[src/rtl/fetch_sequencer_if.sv]
// Fetch-side bus bundle: instruction-memory request/response channel and the
// instruction handshake toward decode.
interface fetch_sequencer_if #(
   parameter int ADDR_W = 16
);
   logic              mem_req_valid;
   logic              mem_req_ready;
   logic [ADDR_W-1:0] mem_addr;
   logic              mem_rsp_valid;
   logic [15:0]       mem_rsp_data;

   logic              inst_valid;
   logic              inst_ready;
   logic [15:0]       inst_data;
   logic [ADDR_W-1:0] inst_pc;

   // master = fetch sequencer; slave = memory + decode side
   modport master (
      output mem_req_valid, mem_addr, inst_valid, inst_data, inst_pc,
      input  mem_req_ready, mem_rsp_valid, mem_rsp_data, inst_ready
   );

   modport slave (
      input  mem_req_valid, mem_addr, inst_valid, inst_data, inst_pc,
      output mem_req_ready, mem_rsp_valid, mem_rsp_data, inst_ready
   );
endinterface

[src/rtl/fetch_sequencer.sv]
// Instruction-fetch controller: owns the PC, issues one memory read per instruction
// and hands the captured word to decode. Define FETCH_PERF_CNT_EN to add perf counters.
module fetch_sequencer #(
   parameter int                ADDR_W   = 16,
   parameter logic [ADDR_W-1:0] RESET_PC = '0,
   parameter int unsigned       PC_STEP  = 2
) (
   input  logic              clk,
   input  logic              reset,
   fetch_sequencer_if.master bus,
   input  logic              redirect_valid,
   input  logic [ADDR_W-1:0] redirect_pc,
   input  logic              halt,
   output logic              busy
`ifdef FETCH_PERF_CNT_EN
   ,
   output logic [31:0]       fetch_count,
   output logic [31:0]       stall_count
`endif
);

   typedef enum logic [2:0] {
      IDLE,
      REQ,
      WAIT,
      HOLD,
      DRAIN
   } state_t;

   state_t            state, state_nxt;
   logic [ADDR_W-1:0] pc, pc_nxt;
   logic              req_valid_q;
   logic              inst_valid_q;
   logic              busy_q;
   logic [15:0]       inst_data_q;
   logic [ADDR_W-1:0] inst_pc_q;
   logic              capture;
   logic              req_fire;

   // req_valid_q is low in the REQ state only for the first cycle after reset,
   // so that cycle is a REQ entry point where halt is still honoured.
   assign req_fire = req_valid_q && bus.mem_req_ready;

   // NOTE: every variable assigned in always_comb gets a default first, so no
   // path through the case statements can infer a latch.
   always_comb begin
      state_nxt = state;
      pc_nxt    = pc;
      capture   = 1'b0;

      case (state)
         IDLE: if (!halt) state_nxt = REQ;
         REQ: begin
            if (req_fire)                state_nxt = WAIT;
            else if (!req_valid_q && halt) state_nxt = IDLE;
         end
         WAIT: begin
            if (bus.mem_rsp_valid) begin
               state_nxt = HOLD;
               capture   = 1'b1;
            end
         end
         HOLD: begin
            if (bus.inst_ready) begin
               pc_nxt    = pc + ADDR_W'(PC_STEP);
               state_nxt = halt ? IDLE : REQ;
            end
         end
         DRAIN: if (bus.mem_rsp_valid) state_nxt = halt ? IDLE : REQ;
         default: state_nxt = REQ;
      endcase

      // Redirect overrides everything above; an issued request is never
      // abandoned, its response is drained instead.
      if (redirect_valid) begin
         pc_nxt  = redirect_pc;
         capture = 1'b0;
         case (state)
            IDLE, REQ: state_nxt = req_fire ? DRAIN : (halt ? IDLE : REQ);
            WAIT:      state_nxt = bus.mem_rsp_valid ? REQ : DRAIN;
            HOLD:      state_nxt = halt ? IDLE : REQ;
            default:   ;
         endcase
      end
   end

   // NOTE: state and outputs are sequential, so they use non-blocking
   // assignments; blocking here would race with other clocked readers.
   always_ff @(posedge clk) begin
      if (!reset) begin
         state        <= REQ;
         pc           <= RESET_PC;
         req_valid_q  <= 1'b0;
         inst_valid_q <= 1'b0;
         busy_q       <= 1'b0;
         inst_data_q  <= '0;
         inst_pc_q    <= '0;
      end else begin
         state        <= state_nxt;
         pc           <= pc_nxt;
         req_valid_q  <= (state_nxt == REQ);
         inst_valid_q <= (state_nxt == HOLD);
         busy_q       <= (state_nxt != IDLE);
         if (capture) begin
            inst_data_q <= bus.mem_rsp_data;
            inst_pc_q   <= pc;
         end
      end
   end

   assign bus.mem_req_valid = req_valid_q;
   assign bus.mem_addr      = pc;
   assign bus.inst_valid    = inst_valid_q;
   assign bus.inst_data     = inst_data_q;
   assign bus.inst_pc       = inst_pc_q;
   assign busy              = busy_q;

`ifdef FETCH_PERF_CNT_EN
   logic [31:0] fetch_q;
   logic [31:0] stall_q;

   always_ff @(posedge clk) begin
      if (!reset) begin
         fetch_q <= '0;
         stall_q <= '0;
      end else begin
         if (inst_valid_q && bus.inst_ready && !redirect_valid)
            fetch_q <= fetch_q + 32'd1;
         if ((req_valid_q && !bus.mem_req_ready) || (inst_valid_q && !bus.inst_ready))
            stall_q <= stall_q + 32'd1;
      end
   end

   assign fetch_count = fetch_q;
   assign stall_count = stall_q;
`endif

endmodule

[src/flat_wrapper.sv]
// flat-port wrapper written by rule: the top's interface ports become plain ports
module fetch_sequencer_flat 
#(
   parameter int                ADDR_W   = 16,
   parameter logic [ADDR_W-1:0] RESET_PC = '0,
   parameter int unsigned       PC_STEP  = 2
)
  (clk, reset, redirect_valid, redirect_pc, halt, busy, bus_mem_req_valid, bus_mem_addr, bus_inst_valid, bus_inst_data, bus_inst_pc, bus_mem_req_ready, bus_mem_rsp_valid, bus_mem_rsp_data, bus_inst_ready);
  fetch_sequencer_if #(.ADDR_W(ADDR_W)) bus_i ();
  input  logic clk;
  input  logic reset;
  input  logic redirect_valid;
  input  logic [ADDR_W-1:0] redirect_pc;
  input  logic halt;
  output logic busy;
  output wire logic [$bits(bus_i.mem_req_valid)-1:0] bus_mem_req_valid;
  output wire logic [$bits(bus_i.mem_addr)-1:0] bus_mem_addr;
  output wire logic [$bits(bus_i.inst_valid)-1:0] bus_inst_valid;
  output wire logic [$bits(bus_i.inst_data)-1:0] bus_inst_data;
  output wire logic [$bits(bus_i.inst_pc)-1:0] bus_inst_pc;
  input wire logic [$bits(bus_i.mem_req_ready)-1:0] bus_mem_req_ready;
  input wire logic [$bits(bus_i.mem_rsp_valid)-1:0] bus_mem_rsp_valid;
  input wire logic [$bits(bus_i.mem_rsp_data)-1:0] bus_mem_rsp_data;
  input wire logic [$bits(bus_i.inst_ready)-1:0] bus_inst_ready;
  assign bus_mem_req_valid = bus_i.mem_req_valid;
  assign bus_mem_addr = bus_i.mem_addr;
  assign bus_inst_valid = bus_i.inst_valid;
  assign bus_inst_data = bus_i.inst_data;
  assign bus_inst_pc = bus_i.inst_pc;
  assign bus_i.mem_req_ready = bus_mem_req_ready;
  assign bus_i.mem_rsp_valid = bus_mem_rsp_valid;
  assign bus_i.mem_rsp_data = bus_mem_rsp_data;
  assign bus_i.inst_ready = bus_inst_ready;
  fetch_sequencer #(.ADDR_W(ADDR_W), .RESET_PC(RESET_PC), .PC_STEP(PC_STEP)) u_core (.clk(clk), .reset(reset), .bus(bus_i), .redirect_valid(redirect_valid), .redirect_pc(redirect_pc), .halt(halt), .busy(busy));
endmodule
[config.mk]
export PLATFORM = sky130hd
export DESIGN_NAME = fetch_sequencer_flat
export DESIGN_NICKNAME = d
export VERILOG_FILES = /design/src/rtl/fetch_sequencer_if.sv /design/src/rtl/fetch_sequencer.sv /design/src/flat_wrapper.sv
export SDC_FILE = /design/constraint.sdc
export NUM_CORES = 1
export LEC_CHECK = 0
export BUFFER_PORTS_ARGS = -buffer_cell sky130_fd_sc_hd__buf_2
export CORE_MARGIN = 2
export CORE_UTILIZATION = 52
export CTS_CLUSTER_SIZE = 24
export DETAILED_ROUTE_END_ITERATION = 8
export GPL_ROUTABILITY_DRIVEN = 0
export PLACE_DENSITY = 0.85
export REMOVE_ABC_BUFFERS = 1
export SLEW_MARGIN = 20
export SYNTH_ARGS = -nofsm -noshare
export SYNTH_HDL_FRONTEND = slang
export SYNTH_SLANG_ARGS = --single-unit
export TNS_END_PERCENT = 30
[constraint.sdc]
create_clock -name clk -period 4.8 [get_ports clk]
set_input_delay 0.48 -clock clk [delete_from_list [all_inputs] [get_ports clk]]
set_output_delay 0.48 -clock clk [all_outputs]
set_load 0.03 [all_outputs]
==> impl_summary.txt, run 1 <==
----------------------------------------------------
[Global route]
  Vias in the first global route ... 1995
  Initial antenna violation count ... 0
  Wire length of the first global-routing pass ... 8640 microns
  Total GRT Usage ... 21.3%
  Total overflow reported by the global router ... 0
  Maximum number of pins on one net before global-route repair ... 40

[CTS]
  Master cell of the clock root buffer ... sky130_fd_sc_hd__clkbuf_8
  CTS clk-pin slew, worst paths ... 0.09 ns
  Post-CTS setup buffer count ... 0
  Number of buffers on the longest clock path ... 2
  CTS tree ... yes
  Count of cells resized by post-cts repair ... 0
  Number of H-tree levels ... 2
  Number of buffers added by the clock tree synthesis step ... 5
  Clock network latency to the later pin of the worst-skew pair ... 0.30 ns
  Count of hold buffers inserted by post-cts repair ... 0
  Sink count of the clock tree ... 54

[Timing]
  Final count of negative-setup-slack endpoints ... 0
  Setup repair after global routing missed its margin ... no
  Shortest clock period the worst path allows after layout ... 1.90 ns
  Count of endpoints failing hold in the final timing report ... 0
  Remaining max-slew budget at the tightest pin ... 51.2%
  FMAX ... 525 MHz
  Post-Route Skew ... 0.00384 ns
  Crit share post-route ... 39.7%
  Actual transition at the worst max-transition pin ... 0.730 ns
  Count of final max-slew check failures ... 0
  Setup tns final ... 0 ns

[Cells and area]
  Final-stage net count ... 397
  Finished Cell Area ... 2840 sq um
  Fill cell count ... 367
  Core Util, Final ... 66.0%
  Number of diodes ... 0
  Area growth syn-to-layout ... 24.0%
  Fraction of final layout cells sized beyond drive strength 1 ... 29.9%

[Yosys]
  Share of the synthesized area in the top cell type ... 47.3%
  Prevailing post-synth register cell ... sky130_fd_sc_hd__dfxtp_1
  Mean area per synthesized cell ... 8.20 sq um
  Fraction of the mapped netlist area in adder cells ... 0.547%
  Yosys warns ... 0
  Synth Area in Compound Gates ... 16.4%
  Basic-gate share of the synthesized area counting and, or, nand and nor cells ... 26.7%
  Most frequent cell after synthesis ... sky130_fd_sc_hd__nand2_1
  Library cells used by synthesis ... 45
  Post-synth top cells ... sky130_fd_sc_hd__nand2_1, sky130_fd_sc_hd__dfxtp_1, sky130_fd_sc_hd__a21oi_1
  Number of synthesized register bits ... 54
  Main combinational cell family by area after synthesis ... simple AND/OR/NAND/NOR gates
  Proportion of synthesized flip-flops having asynchronous set or reset ... 0%
  Number of enable-type register cells in the synthesized netlist ... 0
  Cells taking the most area after synthesis ... sky130_fd_sc_hd__dfxtp_1, sky130_fd_sc_hd__nand2_1, sky130_fd_sc_hd__a21oi_1
  Mux contribution to synthesized area ... 1.31%
  Xor-xnor portion of the synthesized cell area ... 3.83%
  Post-synthesis cell type with the largest combined area ... sky130_fd_sc_hd__dfxtp_1
  Share of the yosys chip area belonging to registers ... 47.3%
  Number of instances in the synthesized netlist ... 279
  Mapped Area ... 2290 sq um

[Die]
  Number of rows created at floorplan ... 24
  Die X ... 70.3 microns
  Initial Util ... 53.3%
  I/O Pins ... 90
  Die footprint ... 4940 sq um
  Floorplan Core Area ... 4290 sq um
  Die height ... 70.3 microns

[Power]
  Max rail drop VDD ... 0.128 mV
  PwrDens ... 293 nW/um^2
  Total power of the final layout ... 0.831 mW
  LEAKAGE ... 1.18 nW

[Drt]
  Total via count after detailed routing ... 2170
  Via-per-instance ratio ... 5.29
  Pre-antenna DRT Iters ... 4
  Number of design-rule violations left by the first detailed-router iteration ... 101
  Number of remaining DRC errors ... 0
  Routed WL per cell ... 12.7 microns
  Routed Antenna Nets ... 0
  Post-detailed-routing wire length ... 5190 microns

[Setup path]
  Arrival time worst endpoint ... 2.07 ns
  Worst Setup End Kind ... flip-flop
  Cell breakdown of the critical path ... nand3b_1 > or3_2 > nand2_1 > a21oi_1
  Largest delay share family, worst path ... simple AND/OR/NAND/NOR gates
  Data required time at the worst endpoint ... 4.96 ns
  Critical path's largest stage delay ... 0.74 ns
  Buffers plus inverters on the worst setup path ... 0
  Crit-path slowest cell ... sky130_fd_sc_hd__or3_2
  Maximum fanout along the worst path ... 32
  Element type at the critical path start ... flip-flop
  Class of the most critical setup path ... reg -> reg

[Min path]
  Hold/Removal Path Class ... in -> reg

[Placement]
  Port Buffer Count ... 89
  Cell area after placement ... 2720 sq um
  HPWL after detailed placement ... 3630 microns

[Run]
  Number of max-capacitance violations reported ... 0

[Outcome]
  Outcome ... finished clean

----------------------------------------------------
[report_power, final]
| group | total, mW | switching (mW) | internal (mW) | leakage, nW |
|---|---|---|---|---|
| Sequential | 0.480 | 0.0197 | 0.461 | 0.440 |
| Combinational | 0.0927 | 0.0568 | 0.0359 | 0.693 |
| Clock | 0.258 | 0.142 | 0.116 | 0.0472 |
| Total | 0.831 | 0.219 | 0.613 | 1.18 |
[metrics by stage]
| stage | hold slack [ns] | cells | setup slack, ns |
|---|---|---|---|
| 2_1_floorplan | 0.567 | 260 | 2.91 |
| 3_3_place_gp | 0.439 | 401 | 2.79 |
| 3_5_place_dp | 0.443 | 401 | 2.72 |
| 4_1_cts | 0.389 | 409 | 2.70 |
| 5_1_grt | 0.400 | 410 | 2.76 |
| 6_report | 0.401 | 410 | 2.90 |
[sequential cells by signal, indices dropped and copies added (netlist names)]
name and flops:
u_core.busy 1, u_core.bus.inst_data 16, u_core.bus.inst_valid 1, u_core.bus.mem_addr 16, u_core.bus.mem_req_valid 1, u_core.state 3
u_core.bus.inst_pc 16
[logic make-up (layout without fill, tap and decap cells)]
family          count (synthesis)  after routing
compound gates                 67             67
flops                          54             54
simple gates                  122            122
buf+inv                        22            101
xor+xnor                       10             10
fa+ha+maj                       1              1
mux                             3              3
[tightest hold or removal path: stages]
cell                      delay, ns
sky130_fd_sc_hd__buf_2         0.10
sky130_fd_sc_hd__nand2_1       0.04
sky130_fd_sc_hd__a21oi_1       0.05
[final timing paths]
| kind | startpoint | to | slack (ns) | depth (start not counted) |
|---|---|---|---|---|
| setup / recovery | u_core.state[1]$_SDFF_PN0_ | u_core.bus.inst_pc[10]$_SDFFE_PN0P_ | 2.90 | 4 |
| setup reg to reg | u_core.state[1]$_SDFF_PN0_ | u_core.bus.inst_pc[10]$_SDFFE_PN0P_ | 2.90 | 4 |
| hold / removal | bus_mem_rsp_data[12] | u_core.bus.inst_data[12]$_SDFFE_PN0P_ | 0.40 | 3 |
| hold reg to reg | u_core.bus.inst_data[15]$_SDFFE_PN0P_ | u_core.bus.inst_data[15]$_SDFFE_PN0P_ | 0.46 | 2 |
[cells in the final DEF (no fill, tap or decap), drive strengths merged, types with 6 or more instances in the layout]
cell type   n
nor2        6
nand4       8
dfxtp      54
clkbuf      6
o21ai      13
nand2      72
nor3        6
a21oi      42
buf        90
nand3       6
[layout make-up]
cell class / count / area, sq um / area share [%]
clock buffer: 6 / 82.6 / 2.91
clock inverter: 2 / 12.5 / 0.441
inverter: 3 / 11.3 / 0.397
multi-input combinational: 203 / 1120 / 39.6
sequential: 54 / 1080 / 38.1
tap: 52 / 65.1 / 2.29
timing repair buffer: 90 / 460 / 16.2
[metal layers]
layer / share of wire [%] / vias up / track usage, % / wire, microns
met4: 1.2 / 0 / 5.77 / 60
met2: 45 / 69 / 36.7 / 2360
met1: 47 / 976 / 26.7 / 2450
li1: - / 1118 / - / -
met5: 0 / - / 0 / 0
met3: 6.2 / 7 / 4.62 / 321
Power figures use the tool's default switching activity.
==> run 2: changes to the inputs <==
--- a/config.mk
+++ b/config.mk
@@ -7,11 +7,11 @@
 export LEC_CHECK = 0
 export BUFFER_PORTS_ARGS = -buffer_cell sky130_fd_sc_hd__buf_2
 export CORE_MARGIN = 2
-export CORE_UTILIZATION = 52
+export CORE_UTILIZATION = 48
 export CTS_CLUSTER_SIZE = 24
 export DETAILED_ROUTE_END_ITERATION = 8
 export GPL_ROUTABILITY_DRIVEN = 0
-export PLACE_DENSITY = 0.85
+export PLACE_DENSITY = 0.79
 export REMOVE_ABC_BUFFERS = 1
 export SLEW_MARGIN = 20
 export SYNTH_ARGS = -nofsm -noshare
==> constraint.sdc (replaced) <==
create_clock -name clk -period 1.8 [get_ports clk]
set_input_delay 0.18 -clock clk [delete_from_list [all_inputs] [get_ports clk]]
set_output_delay 0.18 -clock clk [all_outputs]
set_load 0.03 [all_outputs]
==> run 2 against run 1 <==
Critical path depth did not move. Critical path type unchanged. First-iteration DRC count is 3.0% lower. Flip-flop and latch count stayed put. Sequential power increased to 2.6 times the previous value.
==> impl_summary.txt, run 2 (synthesized netlist as in run 1, its figures left out) <==
----------------------------------------------------
[Timing]
  Final count of negative-setup-slack endpoints ... 0 (unchanged)
  Remaining max-slew budget at the tightest pin ... 60.7% (+9.5 points)
  Final Worst Setup Slack ... 0.182 ns (-2.71 ns)
  Count of endpoints failing hold in the final timing report ... 0 (unchanged)
  Shortest clock period the worst path allows after layout ... 1.62 ns (-0.286 ns)
  Actual transition at the worst max-transition pin ... 0.589 ns (-0.141 ns)
  FMAX ... 618 MHz (+18%)
  Post-Route Skew ... 0.00405 ns (+0.000207 ns)
  Count of final max-slew check failures ... 0 (unchanged)
  Crit share post-route ... 89.9% (+50 points)
  Setup repair after global routing missed its margin ... no
  Post-Route Hold Slack ... 0.101 ns (-0.300 ns)

[Global route]
  Vias in the first global route ... 1962 (-1.7%)
  Total GRT Usage ... 20.5% (-0.77 points)
  Maximum number of pins on one net before global-route repair ... 27 (-33%)
  Total overflow reported by the global router ... 0 (unchanged)
  Wire length of the first global-routing pass ... 8690 microns (+0.57%)
  Initial antenna violation count ... 0 (unchanged)

[Power]
  Share of total power in sequential cells ... 53.5% (-4.3 points)
  Cell-internal power ... 1.79 mW (+190%)
  Max rail drop VDD ... 0.367 mV (+190%)
  LEAKAGE ... 1.26 nW (+6.7%)
  Proportion of power drawn by combinational gates ... 11.8% (+0.6 points)
  PwrDens ... 804 nW/um^2 (+170%)
  Net switching power ... 0.592 mW (+170%)
  Switching fraction of total power ... 24.9% (-1.4 points)
  Relative contribution of the clock network to total power ... 34.7% (+3.6 points)

[Die]
  Die footprint ... 5330 sq um (+7.9%)
  Die height ... 73.0 microns (+3.9%)
  Floorplan Core Area ... 4660 sq um (+8.5%)
  Die X ... 73.0 microns (+3.9%)
  I/O Pins ... 90 (unchanged)
  Initial Util ... 49.1% (-4.2 points)
  Number of rows created at floorplan ... 25 (+4.2%)

[Run]
  Number of max-capacitance violations reported ... 0 (unchanged)

[Drt]
  Routed Antenna Nets ... 0 (unchanged)
  Post-detailed-routing wire length ... 5550 microns (+7.0%)
  Number of remaining DRC errors ... 0 (unchanged)
  Number of design-rule violations left by the first detailed-router iteration ... 98 (-3.0%)
  Total via count after detailed routing ... 2254 (+3.9%)
  Via-per-instance ratio ... 5.32 (+0.44%)
  Routed WL per cell ... 13.1 microns (+3.5%)
  Pre-antenna DRT Iters ... 5 (+1)

[Placement]
  Cell area after placement ... 2840 sq um (+4.4%)
  HPWL after detailed placement ... 4060 microns (+12%)
  Port Buffer Count ... 89 (unchanged)
  Post-place setup slack ... 0.187 ns (-2.53 ns)

[Cells and area]
  Leading cell type in the layout, fill and taps excluded ... sky130_fd_sc_hd__buf_2
  Area taken by flip-flops and latches ... 1080 sq um (unchanged)
  Area used by multi-input combinational logic ... 1120 sq um (-0.11%)
  Finished Cell Area ... 2960 sq um (+4.3%)
  Fraction of final layout cells sized beyond drive strength 1 ... 31.6% (+1.7 points)
  Core Util, Final ... 63.4% (-2.6 points)
  Final-stage net count ... 410 (+3.3%)
  Fill cell count ... 423 (+15%)
  Area growth syn-to-layout ... 29.3%
  Number of diodes ... 0 (unchanged)
  Top library cells by usage in the layout, fill and taps aside ... sky130_fd_sc_hd__buf_2, sky130_fd_sc_hd__nand2_1, sky130_fd_sc_hd__dfxtp_1

[Setup path]
  Element type at the critical path start ... flip-flop
  Data required time at the worst endpoint ... 2.00 ns (-2.96 ns)
  Arrival time worst endpoint ... 1.82 ns (-0.25 ns)
  Class of the most critical setup path ... reg -> reg
  Largest delay share family, worst path ... compound AO/OA/AOI/OAI gates
  Critical path's largest stage delay ... 0.43 ns (-0.31 ns)
  Buffers plus inverters on the worst setup path ... 0 (unchanged)
  Maximum fanout along the worst path ... 5 (-84%)
  Worst Setup End Kind ... flip-flop
  Cell breakdown of the critical path ... and4_4 > nand4_4 > o41a_1 > o311a_1
  Crit-path slowest cell ... sky130_fd_sc_hd__o41a_1

[CTS]
  CTS tree ... yes
  Number of buffers added by the clock tree synthesis step ... 5 (unchanged)
  Post-CTS setup buffer count ... 0 (unchanged)
  Number of H-tree levels ... 2 (unchanged)
  Number of buffers on the longest clock path ... 2 (unchanged)
  Master cell of the clock root buffer ... sky130_fd_sc_hd__clkbuf_8
  Count of cells resized by post-cts repair ... 0 (unchanged)
  Sink count of the clock tree ... 54 (unchanged)
  CTS clk-pin slew, worst paths ... 0.09 ns (about the same)
  Clock network latency to the later pin of the worst-skew pair ... 0.30 ns (about the same)
  Count of hold buffers inserted by post-cts repair ... 0 (unchanged)

[Min path]
  Hold/Removal Path Class ... in -> reg

[Outcome]
  Outcome ... finished clean

----------------------------------------------------
## run 2: changes by cell type in the layout (fill, tap and decap cells not counted), sizes merged
cell	before	now
bufinv	0	1
clkinvlp	1	0
clkinv	2	1
buf	90	103
## run 2: power groups by stage
stage / Clock, mW / Combinational (mW) / Sequential (mW)
finish: 0.826 / 0.280 / 1.27
global route: 0.893 / 0.304 / 1.28
CTS: 0.840 / 0.282 / 1.27
detailed placement: 0 / 0.280 / 1.30
global placement: 0 / 0.277 / 1.30
floorplan: 0 / 0.0878 / 1.36
## run 2: through the flow
stage	power, mW	TNS, ns	cells
after floorplan	1.45	-3.04	260
after detailed placement	1.58	0	417
after CTS	2.39	0	424
after global routing	2.47	0	424
final	2.38	0	424
after global placement	1.57	0	417
## run 2: final cells by class
cell class | count | share of cell area, %
inverters | 3 | 0.381
clock buffers | 6 | 2.79
flip-flops and latches | 54 | 36.6
multi-input cells | 203 | 37.9
repair buffers | 103 | 19.0
clock inverters | 1 | 1.02
well taps | 54 | 2.29
## run 2: path summary, 6_finish.rpt
kind	start	end	slack (ns)	depth (start not counted)
max	u_core.bus.mem_addr[10]$_SDFFE_PN0P_	u_core.bus.mem_addr[14]$_SDFFE_PN0P_	0.18	4
min reg2reg	u_core.bus.inst_data[10]$_SDFFE_PN0P_	u_core.bus.inst_data[10]$_SDFFE_PN0P_	0.45	2
min	bus_mem_rsp_data[1]	u_core.bus.inst_data[1]$_SDFFE_PN0P_	0.10	3
max reg2reg	u_core.bus.mem_addr[10]$_SDFFE_PN0P_	u_core.bus.mem_addr[14]$_SDFFE_PN0P_	0.18	4
## run 2: worst register-to-register path, delay by kind of cell, from the launching register on
| kind | cells | cell delay [ns] |
|---|---|---|
| AO/OA/AOI/OAI | 2 | 0.72 |
| flip-flops | 1 | 0.39 |
| AND/OR/NAND/NOR | 2 | 0.40 |
## run 2: routing by layer
metal	up-vias	track usage, %	share of wire (%)
li1	1150	-	-
met1	1018	25.9	46
met4	0	6.38	1.3
met5	-	0	0
met2	76	34.2	47
met3	10	5.11	6.3
==> run 3: changes to the inputs <==
--- a/config.mk
+++ b/config.mk
@@ -5,9 +5,10 @@
 export SDC_FILE = /design/constraint.sdc
 export NUM_CORES = 1
 export LEC_CHECK = 0
+export ABC_CLOCK_PERIOD_IN_PS = 1800
 export BUFFER_PORTS_ARGS = -buffer_cell sky130_fd_sc_hd__buf_2
-export CORE_MARGIN = 2
 export CORE_UTILIZATION = 48
+export CTS_CLUSTER_DIAMETER = 40
 export CTS_CLUSTER_SIZE = 24
 export DETAILED_ROUTE_END_ITERATION = 8
 export GPL_ROUTABILITY_DRIVEN = 0
==> run 3 against run 2 <==
The flow now finishes with violations (design-rule violations). Via count grew 0.13%. Critical endpoint is now u_core.bus.mem_addr[12]$_SDFFE_PN0P_. Flip-flop and latch count is the same. Non-clock buffer count shrank 1. Critical path depth is the same. Clock skew grew 0.0019 ns. Combinational power shrank 2%. Sequential power is essentially flat. Worst hold slack gained 0.0028 ns. Power shrank 0.78%. Count of clock-buffer cells in the layout is the same. Sequential share of layout area grew 0.12 points. Final cell count shrank 0.71%.
==> impl_summary.txt, run 3 (synthesized netlist as in run 1, its figures left out) <==
----------------------------------------------------
[Timing]
  Count of final max-slew check failures ... 0 (unchanged)
  Shortest clock period the worst path allows after layout ... 1.68 ns (+0.0584 ns)
  Count of endpoints failing hold in the final timing report ... 0 (unchanged)
  Post-Route Skew ... 0.00594 ns (+0.00189 ns)
  Remaining max-slew budget at the tightest pin ... 74.5% (+14 points)
  FMAX ... 596 MHz (-3.5%)
  Final count of negative-setup-slack endpoints ... 0 (unchanged)
  Setup repair after global routing missed its margin ... no
  Final Worst Setup Slack ... 0.123 ns (-0.0584 ns)
  Post-Route Hold Slack ... 0.104 ns (+0.00284 ns)
  Crit share post-route ... 93.2% (+3.2 points)
  Actual transition at the worst max-transition pin ... 0.381 ns (-0.208 ns)

[Setup path]
  Crit path top cell by count ... sky130_fd_sc_hd__nor3_1
  Worst Setup End Kind ... flip-flop
  Maximum fanout along the worst path ... 13 (+8)
  Endpoint of the most critical register-to-register path ... u_core.bus.mem_addr[12]$_SDFFE_PN0P_
  R2R setup slack ... 0.12 ns (-0.06 ns)
  Element type at the critical path start ... flip-flop
  Crit-path slowest cell ... sky130_fd_sc_hd__dfxtp_1
  Class of the most critical setup path ... reg -> reg
  Data required time at the worst endpoint ... 1.98 ns (-0.02 ns)
  Worst reg2reg startpoint ... u_core.state[1]$_SDFF_PN0_
  Critical path's largest stage delay ... 0.56 ns (+0.13 ns)
  Cell breakdown of the critical path ... nand4b_2 > nor3_1 > nor4bb_1 > nor3_1
  Number of cells on the worst reg-to-reg path ... 4 (unchanged)
  Arrival time worst endpoint ... 1.86 ns (+0.04 ns)

[Cells and area]
  Top library cells by usage in the layout, fill and taps aside ... sky130_fd_sc_hd__buf_2, sky130_fd_sc_hd__nand2_1, sky130_fd_sc_hd__dfxtp_1
  Core Util, Final ... 65.9% (+2.4 points)
  Finished Cell Area ... 2950 sq um (-0.34%)
  Leading cell type in the layout, fill and taps excluded ... sky130_fd_sc_hd__buf_2
  Fraction of final layout cells sized beyond drive strength 1 ... 31.4% (-0.19 points)
  Area growth syn-to-layout ... 28.8%
  Number of diodes ... 0 (unchanged)
  Final-stage net count ... 409 (-0.24%)
  Final cell count without fillers ... 421 (-0.71%)

[Min path]
  End point of the most critical hold path ... u_core.bus.mem_addr[1]$_SDFFE_PN0P_
  Min-delay src ... redirect_pc[1]
  Hold/Removal Path Class ... in -> reg
  Number of instances on the worst hold path ... 3 (unchanged)

[Die]
  Die footprint ... 5050 sq um (-5.4%)
  Number of rows created at floorplan ... 24 (-4.0%)
  Floorplan Core Area ... 4470 sq um (-4.0%)
  I/O Pins ... 90 (unchanged)
  Die height ... 71.0 microns (-2.7%)
  Die X ... 71.0 microns (-2.7%)
  Initial Util ... 51.1% (+2.0 points)

[CTS]
  CTS tree ... yes
  Count of cells resized by post-cts repair ... 0 (unchanged)
  Post-CTS setup buffer count ... 0 (unchanged)
  Count of hold buffers inserted by post-cts repair ... 0 (unchanged)
  Number of buffers on the longest clock path ... 2 (unchanged)
  Number of buffers added by the clock tree synthesis step ... 5 (unchanged)
  Sink count of the clock tree ... 54 (unchanged)
  Number of H-tree levels ... 2 (unchanged)
  Master cell of the clock root buffer ... sky130_fd_sc_hd__clkbuf_8
  Clock network latency to the later pin of the worst-skew pair ... 0.30 ns (about the same)
  CTS clk-pin slew, worst paths ... 0.09 ns (about the same)

[Drt]
  Routed Antenna Nets ... 0 (unchanged)
  Number of design-rule violations left by the first detailed-router iteration ... 153 (+56%)
  Via-per-instance ratio ... 5.36 (+0.85%)
  Routed WL per cell ... 12.9 microns (-1.6%)
  Pre-antenna DRT Iters ... 7 (+2)
  Number of remaining DRC errors ... 10 (+10)
  Post-detailed-routing wire length ... 5430 microns (-2.3%)
  Total via count after detailed routing ... 2257 (+0.13%)

[Global route]
  Maximum number of pins on one net before global-route repair ... 33 (+22%)
  Total overflow reported by the global router ... 0 (unchanged)
  Wire length of the first global-routing pass ... 8780 microns (+1.1%)
  Vias in the first global route ... 1974 (+0.61%)
  Total GRT Usage ... 21.9% (+1.4 points)
  Initial antenna violation count ... 0 (unchanged)

[Placement]
  HPWL after detailed placement ... 3910 microns (-3.7%)
  Number of cells after detailed placement ... 414 (-0.72%)
  Cell area after placement ... 2830 sq um (-0.35%)
  Port Buffer Count ... 89 (unchanged)
  Post-place setup slack ... 0.148 ns (-0.0393 ns)

[Power]
  PwrDens ... 801 nW/um^2 (-0.44%)
  Max rail drop VDD ... 0.477 mV (+30%)
  LEAKAGE ... 1.25 nW (-0.69%)

[Outcome]
  Violated checks ... design-rule violations
  Outcome ... complete, but fails checks

[Run]
  Number of max-capacitance violations reported ... 0 (unchanged)

----------------------------------------------------
## run 3: changes by cell type in the layout (fill, tap and decap cells not counted), sizes merged
cell and change:
buf -1
## run 3: metrics by stage
stage                     power, mW  setup TNS (ns)
after floorplan                1.45           -3.04
after global placement         1.57               0
after detailed placement       1.57               0
after CTS                      2.39               0
after global routing           2.45               0
final                          2.36               0
## run 3: how the worst max path moves through the flow
stage | startpoint | cells past startpoint | end
floorplan | u_core.state[1]$_SDFF_PN0_ | 4 | u_core.bus.inst_data[0]$_SDFFE_PN0P_
global placement | u_core.state[1]$_SDFF_PN0_ | 3 | u_core.bus.mem_addr[14]$_SDFFE_PN0P_
detailed placement | u_core.state[1]$_SDFF_PN0_ | 5 | u_core.bus.inst_data[2]$_SDFFE_PN0P_
CTS | u_core.state[1]$_SDFF_PN0_ | 5 | u_core.bus.inst_data[2]$_SDFFE_PN0P_
global route | u_core.state[1]$_SDFF_PN0_ | 4 | u_core.bus.mem_addr[12]$_SDFFE_PN0P_
finish | u_core.state[1]$_SDFF_PN0_ | 4 | u_core.bus.mem_addr[12]$_SDFFE_PN0P_
## run 3: critical path: cells and delay by family, from the launching register on
family / cells / cell delay [ns]
DFF: 1 / 0.56
and+or+nand+nor: 4 / 1.00
## run 3: per-layer routing
metal	track usage, %	wire, microns	up-vias
met2	37.9	2660	68
li1	-	-	1144
met3	5.13	325	4
met4	6.22	31	0
met5	0	0	-
met1	27.2	2410	1041
## run 3: cell type report
class	count	area [sq um]
Multi-Input combinational cell	203	1120
Tap cell	52	65.1
Timing Repair Buffer	102	556
Sequential cell	54	1080
Clock buffer	6	82.6
Inverter	3	11.3
Fill cell	384	1530
Clock inverter	1	30.0
## run 3: power breakdown
group / total, mW / internal (mW) / switching, mW
combinational: 0.274 / 0.109 / 0.165
sequential: 1.27 / 1.23 / 0.0452
clock: 0.812 / 0.445 / 0.367
total: 2.36 / 1.78 / 0.577
